## src/rtl/fp_norm_shifter_if.sv

```systemverilog
// Handshake and data bundle for the FP32 normalizer.
// The master side feeds beats in and takes results out; the slave side is the normalizer.
interface fp_norm_shifter_if #(
    parameter int MANT_W = 32,
    parameter int EXP_W  = 8
);
    logic              in_valid_i;
    logic              in_ready_o;
    logic [MANT_W-1:0] in_mant_i;
    logic [EXP_W-1:0]  in_exp_i;
    logic [4:0]        in_nlz_i;
    logic              in_zero_i;

    logic              out_valid_o;
    logic              out_ready_i;
    logic [MANT_W-1:0] out_mant_o;
    logic [EXP_W-1:0]  out_exp_o;
    logic              out_zero_o;
    logic              out_uflow_o;

    modport master (
        output in_valid_i, in_mant_i, in_exp_i, in_nlz_i, in_zero_i, out_ready_i,
        input  in_ready_o, out_valid_o, out_mant_o, out_exp_o, out_zero_o, out_uflow_o
    );

    modport slave (
        input  in_valid_i, in_mant_i, in_exp_i, in_nlz_i, in_zero_i, out_ready_i,
        output in_ready_o, out_valid_o, out_mant_o, out_exp_o, out_zero_o, out_uflow_o
    );
endinterface

```

## src/rtl/fp_norm_shifter.sv

```systemverilog
// Two-stage normalizer: a nibble-granular coarse shift in stage 1, the
// remaining 0..3 bit shift in stage 2. The exponent is reduced by the shift,
// and when that would drive it to zero or below the shift is limited so the
// result lands in subnormal form with exponent 0.
module fp_norm_shifter #(
    parameter int MANT_W = 32,
    parameter int EXP_W  = 8
) (
    input  logic              clk_i,
    input  logic              rst_i,
    fp_norm_shifter_if.slave  bus
);

    // Handshake
    logic adv1_s;
    logic adv2_s;
    logic xfer_s;

    // Shift decision for the incoming beat
    logic [4:0]        shift_s;
    logic [EXP_W-1:0]  exp_res_s;
    logic              uflow_s;
    logic [EXP_W-1:0]  nlz_ext_s;
    logic [MANT_W-1:0] mant1_s;

    // Stage 1 registers
    logic              v1_r;
    logic [MANT_W-1:0] mant1_r;
    logic [1:0]        fine1_r;
    logic [EXP_W-1:0]  exp1_r;
    logic              zero1_r;
    logic              uflow1_r;

    // Stage 2 registers (drive the outputs directly)
    logic              v2_r;
    logic [MANT_W-1:0] mant2_r;
    logic [EXP_W-1:0]  exp2_r;
    logic              zero2_r;
    logic              uflow2_r;
    logic [MANT_W-1:0] mant2_s;

    assign adv2_s        = ~v2_r | bus.out_ready_i;
    assign adv1_s        = ~v1_r | adv2_s;
    assign xfer_s        = bus.in_valid_i & adv1_s;
    assign bus.in_ready_o = adv1_s;

    assign nlz_ext_s = {{(EXP_W-5){1'b0}}, bus.in_nlz_i};

    // Pick the effective shift and resulting exponent, clamping to subnormal on underflow.
    always_comb begin
        shift_s   = 5'd0;
        exp_res_s = {EXP_W{1'b0}};
        uflow_s   = 1'b0;
        if (bus.in_zero_i) begin
            shift_s   = 5'd0;
            exp_res_s = {EXP_W{1'b0}};
            uflow_s   = 1'b0;
        end else if (bus.in_exp_i > nlz_ext_s) begin
            shift_s   = bus.in_nlz_i;
            exp_res_s = bus.in_exp_i - nlz_ext_s;
            uflow_s   = 1'b0;
        end else if (bus.in_exp_i == {EXP_W{1'b0}}) begin
            shift_s   = 5'd0;
            exp_res_s = {EXP_W{1'b0}};
            uflow_s   = 1'b1;
        end else begin
            // Here 1 <= in_exp_i <= in_nlz_i <= 31, so the low five bits carry the whole value.
            shift_s   = bus.in_exp_i[4:0] - 5'd1;
            exp_res_s = {EXP_W{1'b0}};
            uflow_s   = 1'b1;
        end
    end

    // Coarse shift by the nibble-aligned part of the shift amount; zero inputs force a zero significand.
    always_comb begin
        mant1_s = {MANT_W{1'b0}};
        if (bus.in_zero_i) begin
            mant1_s = {MANT_W{1'b0}};
        end else begin
            mant1_s = bus.in_mant_i << {shift_s[4:2], 2'b00};
        end
    end

    assign mant2_s = mant1_r << fine1_r;

    // Stage 1 register: captures the coarse-shifted beat whenever stage 1 may advance.
    always_ff @(posedge clk_i) begin
        if (rst_i) begin
            v1_r     <= 1'b0;
            mant1_r  <= {MANT_W{1'b0}};
            fine1_r  <= 2'd0;
            exp1_r   <= {EXP_W{1'b0}};
            zero1_r  <= 1'b0;
            uflow1_r <= 1'b0;
        end else if (adv1_s) begin
            v1_r     <= xfer_s;
            mant1_r  <= mant1_s;
            fine1_r  <= shift_s[1:0];
            exp1_r   <= exp_res_s;
            zero1_r  <= bus.in_zero_i;
            uflow1_r <= uflow_s;
        end
    end

    // Stage 2 register: applies the fine shift and holds the result while downstream stalls.
    always_ff @(posedge clk_i) begin
        if (rst_i) begin
            v2_r     <= 1'b0;
            mant2_r  <= {MANT_W{1'b0}};
            exp2_r   <= {EXP_W{1'b0}};
            zero2_r  <= 1'b0;
            uflow2_r <= 1'b0;
        end else if (adv2_s) begin
            v2_r     <= v1_r;
            mant2_r  <= mant2_s;
            exp2_r   <= exp1_r;
            zero2_r  <= zero1_r;
            uflow2_r <= uflow1_r;
        end
    end

    assign bus.out_valid_o = v2_r;
    assign bus.out_mant_o  = mant2_r;
    assign bus.out_exp_o   = exp2_r;
    assign bus.out_zero_o  = zero2_r;
    assign bus.out_uflow_o = uflow2_r;

endmodule

```

## src/flat_wrapper.sv

```systemverilog
// flat-port wrapper written by rule: the top's interface ports become plain ports
module fp_norm_shifter_flat 
#(
    parameter int MANT_W = 32,
    parameter int EXP_W  = 8
)
  (clk_i, rst_i, bus_in_valid_i, bus_in_mant_i, bus_in_exp_i, bus_in_nlz_i, bus_in_zero_i, bus_out_ready_i, bus_in_ready_o, bus_out_valid_o, bus_out_mant_o, bus_out_exp_o, bus_out_zero_o, bus_out_uflow_o);
  fp_norm_shifter_if #(.MANT_W(MANT_W), .EXP_W(EXP_W)) bus_i ();
  input  logic clk_i;
  input  logic rst_i;
  input wire logic [$bits(bus_i.in_valid_i)-1:0] bus_in_valid_i;
  input wire logic [$bits(bus_i.in_mant_i)-1:0] bus_in_mant_i;
  input wire logic [$bits(bus_i.in_exp_i)-1:0] bus_in_exp_i;
  input wire logic [$bits(bus_i.in_nlz_i)-1:0] bus_in_nlz_i;
  input wire logic [$bits(bus_i.in_zero_i)-1:0] bus_in_zero_i;
  input wire logic [$bits(bus_i.out_ready_i)-1:0] bus_out_ready_i;
  output wire logic [$bits(bus_i.in_ready_o)-1:0] bus_in_ready_o;
  output wire logic [$bits(bus_i.out_valid_o)-1:0] bus_out_valid_o;
  output wire logic [$bits(bus_i.out_mant_o)-1:0] bus_out_mant_o;
  output wire logic [$bits(bus_i.out_exp_o)-1:0] bus_out_exp_o;
  output wire logic [$bits(bus_i.out_zero_o)-1:0] bus_out_zero_o;
  output wire logic [$bits(bus_i.out_uflow_o)-1:0] bus_out_uflow_o;
  assign bus_i.in_valid_i = bus_in_valid_i;
  assign bus_i.in_mant_i = bus_in_mant_i;
  assign bus_i.in_exp_i = bus_in_exp_i;
  assign bus_i.in_nlz_i = bus_in_nlz_i;
  assign bus_i.in_zero_i = bus_in_zero_i;
  assign bus_i.out_ready_i = bus_out_ready_i;
  assign bus_in_ready_o = bus_i.in_ready_o;
  assign bus_out_valid_o = bus_i.out_valid_o;
  assign bus_out_mant_o = bus_i.out_mant_o;
  assign bus_out_exp_o = bus_i.out_exp_o;
  assign bus_out_zero_o = bus_i.out_zero_o;
  assign bus_out_uflow_o = bus_i.out_uflow_o;
  fp_norm_shifter #(.MANT_W(MANT_W), .EXP_W(EXP_W)) u_core (.clk_i(clk_i), .rst_i(rst_i), .bus(bus_i));
endmodule
```

## config.mk

```make
export PLATFORM = sky130hd
export DESIGN_NAME = fp_norm_shifter_flat
export DESIGN_NICKNAME = d
export VERILOG_FILES = /design/src/rtl/fp_norm_shifter_if.sv /design/src/rtl/fp_norm_shifter.sv /design/src/flat_wrapper.sv
export SDC_FILE = /design/constraint.sdc
export NUM_CORES = 1
export LEC_CHECK = 0
export ABC_AREA = 1
export ABC_CLOCK_PERIOD_IN_PS = 3150
export CORE_UTILIZATION = 30
export DETAILED_ROUTE_END_ITERATION = 10
export DONT_BUFFER_PORTS = 1
export MAX_ROUTING_LAYER = met4
export PLACE_DENSITY_LB_ADDON = 0.2
export SYNTH_ARGS = -nofsm -noshare
export SYNTH_HDL_FRONTEND = slang
export SYNTH_SLANG_ARGS = --single-unit
```

## constraint.sdc

```tcl
create_clock -name clk_i -period 3.15 [get_ports clk_i]
set_clock_uncertainty 0.15 [all_clocks]
set_input_delay 0.63 -clock clk_i [delete_from_list [all_inputs] [get_ports clk_i]]
set_output_delay 0.63 -clock clk_i [all_outputs]
set_load 0.02 [all_outputs]
```

# Word-level counts from Yosys, hierarchy flattened

Cells that the tools add are included.

Register bits after elaboration: 88
Output and inout bits: 44
Input port bits: 50
Logic and storage cells: 30

Order comparisons: 1
Add/sub/neg operators: 2
Reduce and logical (&&, ||, !) cells: 1
Shifts and indexed selects: 2
Bitwise gates (word level): 5
Mux-type cells: 8

Operators by type and width:

| operator              | count |
|---|---|
| $mux W32              | 1 |
| $shl A32 B2 Y32       | 1 |
| $shl A32 B5 Y32       | 1 |
| $mux W8               | 2 |
| $mux W5               | 3 |
| $gt A8 B5 Y1          | 1 |
| $logic_not A8 Y1      | 1 |
| $sub A8 B5 Y8         | 1 |
| $sub A5 B1 Y5 const B | 1 |
| $mux W1               | 2 |
| $not A1 Y1            | 2 |
| $or A1 B1 Y1          | 2 |
| $and A1 B1 Y1         | 1 |

# Longest topological paths before layout

Word-level depth: 6
Mapped depth: 18
Gate-level depth less buffers: 18

# Least setup slack after synthesis

OpenSTA, ideal clock, no wires.

Path kind: input-to-reg
Start point: input port bus_in_exp_i[0]
End point: register u_core.mant1_r[24]
Stages on the path: 16
Path buffers: 2
Library setup time: 0.132 ns
Path slack: 0.496 ns
Data required time: 2.868 ns
Arrival: 2.372 ns
Cells stage by stage: inv_1 ha_1 inv_1 fa_1 nand2_1 nand2_2 nand3_2 nand2_2 nand3_2 buf_4 buf_4 nand4_2 nand3_1 nand3_1 nand3_1 a21oi_1

Cells in the longest elaborated chain, start to end: 6
Elaborated cells on any way between the ends: 8
Those cells by class: add/sub (1); order compare (1); shift (1); mux (4); reduce/logical (1)

Ends and longest elaborated chain:

| item                                                     | RTL line                                     | source |
|---|---|---|
| from (decl)                                              | flat_wrapper.sv:13                           | `input wire logic [$bits(bus_i.in_exp_i)-1:0] bus_in_exp_i;` |
| $sub A5 B1 Y5 / $logic_not A8 Y1 (equally long branches) | fp_norm_shifter.sv:68, fp_norm_shifter.sv:62 |  |
| $mux W5                                                  | fp_norm_shifter.sv:62                        | `end else if (bus.in_exp_i == {EXP_W{1'b0}}) begin` |
| $mux W5 *                                                | fp_norm_shifter.sv:58                        | `end else if (bus.in_exp_i > nlz_ext_s) begin` |
| $mux W5 *                                                | fp_norm_shifter.sv:54                        | `if (bus.in_zero_i) begin` |
| $shl A32 B5 Y32 *                                        | fp_norm_shifter.sv:80                        | `mant1_s = bus.in_mant_i << {shift_s[4:2], 2'b00};` |
| $mux W32 *                                               | fp_norm_shifter.sv:77                        | `if (bus.in_zero_i) begin` |
| to (signal assigned)                                     | fp_norm_shifter.sv:90                        | `mant1_r <= {MANT_W{1'b0}};` |
| to (signal assigned)                                     | fp_norm_shifter.sv:97                        | `mant1_r <= mant1_s;` |
| to (decl)                                                | fp_norm_shifter.sv:28                        | `logic [MANT_W-1:0] mant1_r;` |

Every way passes the cells marked *; elsewhere a longest branch is shown, timed or not.
A chain may end at the register's enable or synchronous reset.

# Worst setup path in the final report

Start point: input port bus_in_exp_i[0]
End point: register u_core.mant1_r[25]

The elaborated chain is that of the path after synthesis.

==> flow_summary.ini <==
[placement]
pre_cts_ws_ns = 0.0903
hpwl_microns = 11300
io_buffers = 0
gp_congestion = 0.842
dp.cells = 1028

[synthesis]
yosys-top-cells-area = dfxtp_1 (33%), nand2_1 (19%), nand3_1 (9.9%)
netlist_instances = 839
syn_area_sq_um = 5320
yosys.area.top_type_share_pct = 33.1
ys_types = 38
ys_seq_elements = 88
avgSynthCellArea_sq_um = 6.34
synth_fp_nets = 896
synth-seq-area-share_pct = 33.1
ys.warnings.count = 0
yosysTopAreaCell = dfxtp_1

[sta]
tightest_slew_ns = 0.658
slew_viol_final = 0
setup_ws_ns = 0.434
rsz0062_at_grt = no
period_share_pct = 86.2
hold_violations = 0
slew_headroom_pct = 55.9
min_period_ns = 2.72
fin_tns_setup_ns = 0
setup_violations = 0
clock.fmax_ghz = 0.368
hold_ws_ns = 0.218

[clock_network]
clock_path_buffers = 2
cts_tree = built
htreeDepth = 3
clock_latency_ns = 0.33
clk_pin_slew_ns = 0.06
holdBufCountCts = 0
cts-root-buf = clkbuf_16
cts.sinks = 88
postCtsSetupRepairBufs = 0
ctsResizeCount = 0
numCtsBuffers = 9

[detailed_routing]
route.detailed.vias_per_inst = 4.81
drcViolationCount = 0
ant_nets = 0
routed_wl_microns = 15400
wl_per_cell_microns = 14.8
dr.pass1.iters = 5
vias = 5014
first_iter_violations = 232

[setup_path]
required_ns = 3.27
crit_family = simple AND/OR/NAND/NOR gates
cp_max_fo = 28
startpoint = bus_in_exp_i[0]
worstSetupEndpointType = flip-flop
crit_chain = inv_1 -> ha_1 -> inv_1 -> fa_1 -> nand2_1 -> nand2_2 -> nand3_2 -> nand2_2 -> nand3_1 -> nand2_2 -> nor2_8 -> nand3_1 -> nand3_1 -> nand3_1 -> a21oi_1
r2r_start = u_core.bus.out_valid_o
worst-r2r-cell-count = 11
regToRegSetupSlack_ns = 0.74
rr_endpoint = u_core.mant1_r[9]
crit_top_cell = nand3_1
crit_type = primary input to flip-flop
startpoint_type = primary input
cp_slowest_cell = fa_1
cp.depth = 15
worstPathArrival_ns = 2.84
cp_slowest_stage_delay_ns = 0.37
cp_num_buf_inv = 2
endpoint = u_core.mant1_r[25]

[die]
core_area_sq_um = 17300
fp.dieW_microns = 135
die_h_microns = 135
initial_core_util_pct = 30.8
io_pins = 94
dieArea_sq_um = 18300
rows = 48

[pwr]
power.leakage_nw = 2.69
power_density_nw_per_um2 = 474
peakVddDrop_mv = 0.230

[layout]
utilization_pct = 33.2
layout_commonest_cell = nand2_1
fin_cells = 1042
num-nets-final = 871
area_delta_synth_final_pct = 7.90
antenna_cells = 0
drive_gt1_share_pct = 7.22
final_cell_mix = nand2_1 (265), inv_1 (109), nand3_1 (105)

[grt]
first_global_vias = 4714
grt_overflow = 0
grt_usage_pct = 17.8
grt_pass1_wl_microns = 25200
grt_max_degree = 46
antenna_found_initial = 0

[flow_run]
drv_cap = 0

[min_path]
hold_path.class = primary input to flip-flop

[outcome]
status = finished, final reports clean
[power breakdown]
part           internal, W  switching (W)
clock network     0.000603       0.000419
registers          0.00117      0.0000688
logic             0.000151       0.000311
total              0.00192       0.000799
[flip-flops by register name, indices dropped and copies added (netlist names), 2 cells and up]
signal,flops
u_core.exp1_r,8
u_core.bus.out_exp_o,8
u_core.bus.out_mant_o,32
u_core.fine1_r,2
u_core.mant1_r,32
[per-layer routing]
layer / routed length [microns] / global-route usage [%] / vias to the layer above
li1: - / - / 2642
met1: 8290 / 26.9 / 2236
met2: 6130 / 23.6 / 129
met3: 871 / 3.55 / 7
met4: 91 / 4.12 / 0
met5: 0 / - / -
[area by class of cell]
| type | count | area [sq um] |
|---|---|---|
| Tap cell | 225 | 282 |
| Sequential cell | 88 | 1760 |
| Clock buffer | 10 | 229 |
| Inverter | 117 | 439 |
| Clock inverter | 4 | 47.5 |
| Fill cell | 1986 | 11600 |
| Timing Repair Buffer | 13 | 110 |
| Multi-Input combinational cell | 585 | 2870 |
[synthesized netlist by cell type, drive strengths merged]
cell type  count
mux2i          2
ha             6
dfxtp         88
or2            2
o211ai        13
a21oi         40
o221ai         6
clkbuf        31
o22ai          1
xor2           4
nor3           1
nand2        272
a2bb2oi        4
nor2          47
nand4         28
clkinv         2
o21ai         44
buf           18
inv          115
o21a           1
a31oi          1
fa             1
nand3        110
a32oi          2
[through the flow]
stage               area, sq um  power (W)
finish                     5740    0.00272
global route               5740    0.00286
CTS                        5740    0.00276
detailed placement         5460    0.00172
global placement           5460    0.00173
floorplan                  5320    0.00162
[worst min-delay path by stage]
stage / from / end / slack, ns / cells after the start
3_3_place_gp: u_core.exp1_r[1] / u_core.exp1_r[1] / 0.29 / 2
5_1_grt: rst_i / u_core.exp1_r[0] / 0.21 / 1
2_1_floorplan: u_core.exp1_r[0] / u_core.exp1_r[0] / 0.29 / 2
3_5_place_dp: u_core.exp1_r[1] / u_core.exp1_r[1] / 0.30 / 2
6_report: rst_i / u_core.bus.out_mant_o[0] / 0.22 / 1
4_1_cts: rst_i / u_core.exp1_r[1] / 0.20 / 1
[kinds of logic (layout without fill, tap and decap cells)]
group | Yosys count | in the layout | share of synthesized area [%]
fa+ha+maj | 7 | 7 | 1.79
buf+inv | 166 | 144 | 12.9
mux | 2 | 2 | 0.376
xor+xnor | 4 | 4 | 0.659
flops | 88 | 88 | 33.1
simple gates | 460 | 460 | 38.9
compound gates | 112 | 112 | 12.2
Note: power is estimated with default switching activity, not from simulation.
